`config.mk`:
```
export PLATFORM = sky130hd
export DESIGN_NAME = ldl_capture
export DESIGN_NICKNAME = d
export VERILOG_FILES = /design/src/rtl/ldl_pkg.sv /design/src/rtl/ldl_capture_sync2.sv /design/src/rtl/ldl_capture.sv
export SDC_FILE = /design/constraint.sdc
export NUM_CORES = 1
export LEC_CHECK = 0
export CAP_MARGIN = 25
export CORE_MARGIN = 10
export CORE_UTILIZATION = 53
export DETAILED_ROUTE_END_ITERATION = 16
export HOLD_SLACK_MARGIN = 0.12
export PLACE_DENSITY_LB_ADDON = 0.1
export SYNTH_ARGS = -nofsm -noshare
export SYNTH_HDL_FRONTEND = slang
export SYNTH_SLANG_ARGS = --single-unit
```
`constraint.sdc`:
```
create_clock -name wb_clk_i -period 2.4 [get_ports wb_clk_i]
set_clock_uncertainty 0.15 [all_clocks]
set_input_delay 0.24 -clock wb_clk_i [delete_from_list [all_inputs] [get_ports wb_clk_i]]
set_output_delay 0.24 -clock wb_clk_i [all_outputs]
set_load 0.02 [all_outputs]
```
`src/rtl/ldl_pkg.sv`:
```
// Shared definitions for the LDL capture path: FSM encoding, default sizes
// and a constant-evaluable log2 helper.
package ldl_pkg;

  localparam int LDL_DW    = 8;
  localparam int LDL_DEPTH = 4;

  typedef enum logic {
    LDL_IDLE   = 1'b0,
    LDL_WAIT_C = 1'b1
  } ldl_state_e;

  function automatic int clog2(input int value);
    int result;
    result = 0;
    while ((1 << result) < value) result++;
    return result;
  endfunction

endpackage

```
`src/rtl/ldl_capture_sync2.sv`:
```
// Two-flop synchroniser (module sync2) for asynchronous single-bit inputs;
// clears to 0 on the asynchronous active-low reset.
module sync2 (
  input  logic clk_i,
  input  logic rst_ni,
  input  logic d_i,
  output logic q_o
);

  logic meta_q;
  logic sync_q;

  always_ff @(posedge clk_i or negedge rst_ni) begin
    if (!rst_ni) begin
      meta_q <= 1'b0;
      sync_q <= 1'b0;
    end else begin
      meta_q <= d_i;
      sync_q <= meta_q;
    end
  end

  assign q_o = sync_q;

endmodule

```
`src/rtl/ldl_capture.sv`:
```
// Capture stage behind the LDL handshake cell: synchronised ask, one word per
// four-phase handshake into a small FIFO. Optional irq via LDL_CAPTURE_IRQ_EN.
module ldl_capture
  import ldl_pkg::*;
#(
  parameter int DW    = LDL_DW,
  parameter int DEPTH = LDL_DEPTH
) (
  input  logic                   wb_clk_i,
  input  logic                   reset,
  input  logic                   ask,
  input  logic [DW-1:0]          data_in,
  output logic                   latched,
  input  logic                   rd_en,
  output logic [DW-1:0]          rd_data,
  output logic                   empty,
  output logic                   full,
  output logic [clog2(DEPTH):0]  count,
  output logic                   irq
);

  localparam int AW = clog2(DEPTH);
  localparam int CW = AW + 1;
  localparam logic [CW-1:0] FULL_COUNT = CW'(DEPTH);

  ldl_state_e        state_q, state_d;
  logic [AW-1:0]     wr_ptr_q, rd_ptr_q;
  logic [CW-1:0]     count_q, count_d;
  logic [DW-1:0]     rd_data_q;
  logic [DW-1:0]     mem [DEPTH];
  logic              ask_s;
  logic              wr_en;
  logic              rd_fire;
  logic              full_w;
  logic              empty_w;

  sync2 u_ask_sync (
    .clk_i  (wb_clk_i),
    .rst_ni (reset),
    .d_i    (ask),
    .q_o    (ask_s)
  );

  // Capture decision uses the registered count, so a pop frees a slot for the next edge.
  always_comb begin
    state_d = state_q;
    wr_en   = 1'b0;
    full_w  = (count_q == FULL_COUNT);
    empty_w = (count_q == '0);
    case (state_q)
      LDL_IDLE: begin
        if (ask_s && !full_w) begin
          wr_en   = 1'b1;
          state_d = LDL_WAIT_C;
        end
      end
      LDL_WAIT_C: begin
        if (!ask_s) state_d = LDL_IDLE;
      end
      default: state_d = LDL_IDLE;
    endcase
    rd_fire = rd_en && !empty_w;
    count_d = count_q;
    if (wr_en && !rd_fire)      count_d = count_q + CW'(1);
    else if (!wr_en && rd_fire) count_d = count_q - CW'(1);
  end

  always_ff @(posedge wb_clk_i) begin
    if (wr_en) mem[wr_ptr_q] <= data_in;
  end

  always_ff @(posedge wb_clk_i or negedge reset) begin
    if (!reset) begin
      state_q   <= LDL_IDLE;
      wr_ptr_q  <= '0;
      rd_ptr_q  <= '0;
      count_q   <= '0;
      rd_data_q <= '0;
    end else begin
      state_q <= state_d;
      count_q <= count_d;
      if (wr_en) wr_ptr_q <= wr_ptr_q + AW'(1);
      if (rd_fire) begin
        rd_data_q <= mem[rd_ptr_q];
        rd_ptr_q  <= rd_ptr_q + AW'(1);
      end
    end
  end

  assign latched = (state_q == LDL_WAIT_C);
  assign rd_data = rd_data_q;
  assign count   = count_q;
  assign full    = (count_q == FULL_COUNT);
  assign empty   = (count_q == '0);

`ifdef LDL_CAPTURE_IRQ_EN
  logic irq_q;

  always_ff @(posedge wb_clk_i or negedge reset) begin
    if (!reset) irq_q <= 1'b0;
    else        irq_q <= (count_q != '0);
  end

  assign irq = irq_q;
`else
  assign irq = 1'b0;
`endif

endmodule
```
==> out/qor.yml, run 1 <==
critPathLaunch: "count[2]$_DFFE_PN0P_"
crit_required_ns: 2.48
vias: 938
grt_antenna_before_repair: 0
maxSlewViolCount: 0
synth_seq_area_share: 0.714
synth.distinct_cells: 20
yosys.area.top_type: "edfxtp_1"
crit_arrival_ns: 2.26
initial_core_util: 0.544
drc_errors: 0
synth.area.top_cells: "edfxtp_1 49%, dfrtp_1 23%, mux4_2 9.1%"
leakagePower_uw: 0.000883
hold_buffers: 0
fillCellCount: 264
fin_crit_ns: 2.19
crit_type: "reg2reg"
numCtsBuffers: 5
min_path_type: "in2async"
period_share: 0.911
final_area_mm2: 0.00238
cts_tree: "yes"
place_ws_ns: 0.174
ys_warn_count: 0
layout_common_cells: "32 x edfxtp_1, 25 x clkdlybuf4s50_1, 17 x dfrtp_1"
clockBufferDepth: 2
layout.nets: 153
hold_viol: 0
dieHeight_um: 81.1
die_w_um: 81.1
placed_area_mm2: 0.00228
syn_area_mm2: 0.00198
ioPinCount: 27
tns_ns: 0
n_antenna_cell: 0
die_area_mm2: 0.00657
cp-start-kind: "flop"
final-seq-area_mm2: 0.00141
layout-drive-gt1-share: 0.250
place.gp.congestion: 0.651
grt_pass1_wl_mm: 5.09
syn_to_final_growth_pct: 20.7
rr_startpoint: "count[2]$_DFFE_PN0P_"
clk_pin_slew_ns: 0.09
fmax_mhz: 457
cts-htree-levels: 2
worstSetupEndpointType: "flop"
rsz0062_at_grt: "false"
syn_area_per_cell_um2: 19.6
mostFrequentLayoutCell: "edfxtp_1"
synth-seq-cells: 50
rows: 22
clk-insertion-delay-late_ns: 0.30
wl_per_cell_um: 17.2
grt_overflow: 0
portBuffers: 25
syn_inst: 101
setup-violations-final: 0
core_mm2: 0.00363
grt_pass1_vias: 1010
ir_worst_vdd_v: 0.000599
synth_top_area_frac: 0.486
finalWorstSetupSlack_ns: 0.213
cap_viol_max_count: 0
cts.sinks: 50
grt_max_degree: 19
run_status: "finished, final reports clean"
drtAntennaViolNets: 0
ctsRootBufferMaster: "clkbuf_8"
firstDrtPassIters: 4
pwr_density_cell_mw_per_mm2: 1140
reg2reg_depth: 8
hpwl_mm: 2.16
drt_iter0_drc: 42
grt_usage: 0.105
syn-num-nets: 119
timing.hold.ws_ns: 0.121
multi_input_area_um2: 515
critPathMaxFanout: 5
via_per_inst: 5.10
drt_wl_total_mm: 3.16
==> area by class of cell <==
type                            instances  area share
Sequential cell                        50       0.592
Multi-Input combinational cell         42       0.216
Timing Repair Buffer                   31       0.124
Clock buffer                            6      0.0304
Tap cell                               48      0.0252
Inverter                                5     0.00787
Clock inverter                          2     0.00420
==> routing by layer <==
metal	vias up	track usage	wire length, um
li1	438	-	-
met2	26	0.184	1690
met4	0	0.0311	28
met5	-	0	0
met1	470	0.119	1220
met3	4	0.0375	226
==> registers in the layout, summed over array words and instances (netlist names) <==
register	count
u_ask_sync.q_o	1
mem	32
rd_data	8
wr_ptr_q	2
u_ask_sync.meta_q	1
count	3
rd_ptr_q	2
latched	1
==> path summary, 6_finish.rpt <==
kind / to / slack (ns)
min reg2reg: u_ask_sync.q_o$_DFF_PN0_ / 0.19
max reg2reg: count[2]$_DFFE_PN0P_ / 0.21
max in group asynchronous: count[0]$_DFFE_PN0P_ / 1.77
min in group wb_clk_i: u_ask_sync.q_o$_DFF_PN0_ / 0.19
max: count[2]$_DFFE_PN0P_ / 0.21
min: count[0]$_DFFE_PN0P_ / 0.12
==> power by group <==
group	switching, uW	internal, uW
Sequential	173	1130
Combinational	423	549
Clock	250	202
Total	846	1880
==> cell usage after synthesis <==
cell,n
edfxtp_1,32
dfrtp_1,18
mux2_2,10
mux4_2,8
ha_1,5
inv_1,5
and2_1,4
xnor2_1,3
xor2_1,3
buf_4,2
nor2_1,2
a21boi_0,1
buf_6,1
clkbuf_1,1
conb_1,1
fa_1,1
nor3_1,1
nor3b_2,1
nor3b_4,1
o31ai_1,1
==> per-stage QoR <==
step | util | total power (uW) | std cells
after global placement | 0.627 | 2260 | 173
after detailed placement | 0.627 | 2300 | 173
final | 0.656 | 2730 | 184
after CTS | 0.650 | 2760 | 181
after floorplan | - | 1920 | 101
after global routing | 0.656 | 2910 | 184
==> worst max-delay path, stage by stage (launching register included) <==
cell and delay (ns):
dfrtp_1 0.43, nor3b_2 0.20, nor3b_4 0.27, ha_1 0.22
inv_1 0.06, fa_1 0.37, xor2_1 0.17, nor2_1 0.11
xor2_1 0.15
==> logic make-up (layout without fill, tap and decap cells) <==
family / after synthesis / after routing / share of synthesized area
buffers and inverters: 9 / 44 / 0.0247
other: 1 / 1 / 0.00190
xor gates and xnor gates: 6 / 6 / 0.0266
adders and majority gates: 6 / 6 / 0.0418
muxes: 18 / 18 / 0.148
and+or+nand+nor: 9 / 9 / 0.0348
AOI/OAI and AO/OA: 2 / 2 / 0.00760
DFF: 50 / 50 / 0.714
==> what timing repair did <==
item,in CTS,in global routing
setup endpoints to repair,0,1
setup buffers,0,3
resized for setup,0,1
No activity file was read; power rests on OpenSTA's default activity.
==> run 2: changes to the inputs <==
--- a/config.mk
+++ b/config.mk
@@ -11,6 +11,8 @@
 export DETAILED_ROUTE_END_ITERATION = 16
 export HOLD_SLACK_MARGIN = 0.12
 export PLACE_DENSITY_LB_ADDON = 0.1
+export REMOVE_ABC_BUFFERS = 1
 export SYNTH_ARGS = -nofsm -noshare
 export SYNTH_HDL_FRONTEND = slang
 export SYNTH_SLANG_ARGS = --single-unit
+export TNS_END_PERCENT = 20
==> run 2 against run 1 <==
Effect of this change: power increased by 8.1%; maximum frequency fell by 2.4%; count of clock-buffer cells in the layout is 1 lower; combinational power down 0.6%; global-route usage fell by 0.26 points; setup slack worse by 0.053 ns; largest cell class unchanged; sequential power barely moved; worst hold slack better by 0.078 ns; non-clock buffer count increased by 1; sequential share of layout area is 1.6 points lower.
==> out/qor.yml, run 2 (same netlist as run 1, synthesis figures left out) <==
grt_max_degree: 19  # unchanged
finalWorstSetupSlack_ns: 0.160  # -0.0533 ns
grt.busiest_layer: "met2"
use_met3: 0.0453  # +0.00773
crit_required_ns: 2.48  # about the same
met1_usage: 0.120  # +0.000527
top_register: "mem"
min_path_type: "reg2reg"
initial_core_util: 0.544  # unchanged
die_w_um: 81.1  # unchanged
critPathMaxFanout: 5  # unchanged
grt_use_met2: 0.169  # -0.0151
setup-violations-final: 0  # unchanged
final_core_util: 0.674  # +0.0179
run_status: "finished, final reports clean"
layout.nets: 154  # +0.65%
drtAntennaViolNets: 0  # unchanged
drt_iter0_drc: 54  # +29%
drc_errors: 0  # unchanged
vias: 947  # +0.96%
numCtsBuffers: 5  # unchanged
firstDrtPassIters: 4  # unchanged
rows: 22  # unchanged
reg2reg_depth: 8  # unchanged
clockBufferDepth: 2  # unchanged
grt_pass1_wl_mm: 4.92  # -3.3%
ioPinCount: 27  # unchanged
crit_arrival_ns: 2.32  # +0.06 ns
layout_common_cells: "32 x edfxtp_1, 25 x clkdlybuf4s50_1, 17 x dfrtp_1"
leakagePower_uw: 0.000910  # +3.1%
crit_type: "reg2reg"
pwr_density_cell_mw_per_mm2: 1200  # +5.2%
ir_worst_vdd_v: 0.000635  # +6.0%
core_mm2: 0.00363  # unchanged
ctsRootBufferMaster: "clkbuf_8"
wl_per_cell_um: 16.4  # -4.9%
hold_viol: 0  # unchanged
grt_usage: 0.103  # -0.00260
power_uw: 2950  # +8.1%
rsz0062_at_grt: "false"
fillCellCount: 271  # +2.7%
maxSlewViolCount: 0  # unchanged
fmax_mhz: 446  # -2.4%
cap_viol_max_count: 0  # unchanged
grt_overflow: 0  # unchanged
drt_wl_total_mm: 3.03  # -4.4%
worstSetupEndpointType: "flop"
grt_pass1_vias: 992  # -1.8%
via_per_inst: 5.12  # +0.41%
syn_to_final_growth_pct: 24.0
cts.sinks: 50  # unchanged
largest_reg_flops: 32  # unchanged
fin_crit_ns: 2.24  # +0.0533 ns
layout-drive-gt1-share: 0.255  # +0.00547
n_antenna_cell: 0  # unchanged
cts_tree: "yes"
mostFrequentLayoutCell: "edfxtp_1"
dieHeight_um: 81.1  # unchanged
grt_antenna_before_repair: 0  # unchanged
die_area_mm2: 0.00657  # unchanged
clk-insertion-delay-late_ns: 0.29  # about the same
period_share: 0.934  # +0.0222
portBuffers: 25  # unchanged
clk_pin_slew_ns: 0.09  # about the same
place.gp.congestion: 0.709  # +8.8%
place_ws_ns: 0.129  # -0.0450 ns
holdPathStages: 0
cts-htree-levels: 2  # unchanged
timing.hold.ws_ns: 0.199  # +0.0784 ns
cp-start-kind: "flop"
-- run 2: cell count changes in the layout (fill, tap and decap cells not counted) --
cell,change
bufinv_16,+2
clkinv_4,+1
clkbuf_1,-1
dlygate4sd3_1,+1
clkinv_2,-2
-- run 2: worst paths after layout --
path                                              from                        to  slack (ns)
max                               count[2]$_DFFE_PN0P_      count[2]$_DFFE_PN0P_        0.16
min                        u_ask_sync.meta_q$_DFF_PN0_  u_ask_sync.q_o$_DFF_PN0_        0.20
max reg2reg                       count[2]$_DFFE_PN0P_      count[2]$_DFFE_PN0P_        0.16
min reg2reg                u_ask_sync.meta_q$_DFF_PN0_  u_ask_sync.q_o$_DFF_PN0_        0.20
max in group asynchronous                        reset      count[0]$_DFFE_PN0P_        1.23
min in group asynchronous                        reset      count[2]$_DFFE_PN0P_        0.66
-- run 2: through the flow --
stage | setup TNS [ns] | instance area, um^2 | instances
6_report | 0 | 2450 | 185
5_1_grt | 0 | 2450 | 185
4_1_cts | 0 | 2430 | 182
3_5_place_dp | 0 | 2280 | 173
3_3_place_gp | 0 | 2280 | 173
2_1_floorplan | -0.900 | 1950 | 97
-- run 2: critical path: stages, from the launching register on --
cell and delay, ns:
dfrtp_1 0.43, nor3b_2 0.20, nor3b_4 0.29, ha_1 0.23, inv_1 0.06, fa_1 0.37
xor2_1 0.17, nor2_1 0.12, xor2_1 0.15
-- run 2: layout make-up --
| class | instances | area, um^2 | share of cell area |
|---|---|---|---|
| timing repair buffer | 32 | 305 | 0.125 |
| tap | 48 | 60.1 | 0.0245 |
| clock inverter | 3 | 68.8 | 0.0281 |
| clock buffer | 5 | 68.8 | 0.0281 |
| sequential | 50 | 1410 | 0.577 |
| multi-input combinational | 42 | 515 | 0.210 |
| inverter | 5 | 18.8 | 0.00766 |
-- run 2: what timing repair did --
action | in CTS | in global routing
resized for setup | 0 | 1
setup buffers | 0 | 3
hold endpoints to repair | 18 | 0
hold buffers | 1 | 0
endpoints found under the setup margin | 0 | 1
-- run 2: report_power, final --
group / total [uW] / switching [uW] / leakage [uW] / internal, uW
logic: 966 / 416 / 0.000342 / 549
clock network: 681 / 264 / 0.0000683 / 417
registers: 1300 / 171 / 0.000500 / 1130
-- run 2: routing by layer --
metal  up-vias  wire length [um]
met5         -                 0
met4         0                17
met3         2               207
met2        24              1630
met1       479              1170
li1        442                 -
==> run 3: changes to the inputs <==
--- a/config.mk
+++ b/config.mk
@@ -12,6 +12,7 @@
 export HOLD_SLACK_MARGIN = 0.12
 export PLACE_DENSITY_LB_ADDON = 0.1
 export REMOVE_ABC_BUFFERS = 1
+export SKIP_LAST_GASP = 1
 export SYNTH_ARGS = -nofsm -noshare
 export SYNTH_HDL_FRONTEND = slang
 export SYNTH_SLANG_ARGS = --single-unit
==> results of run 3 <==
Final layout, timing and power as in run 2 (identical DEF).
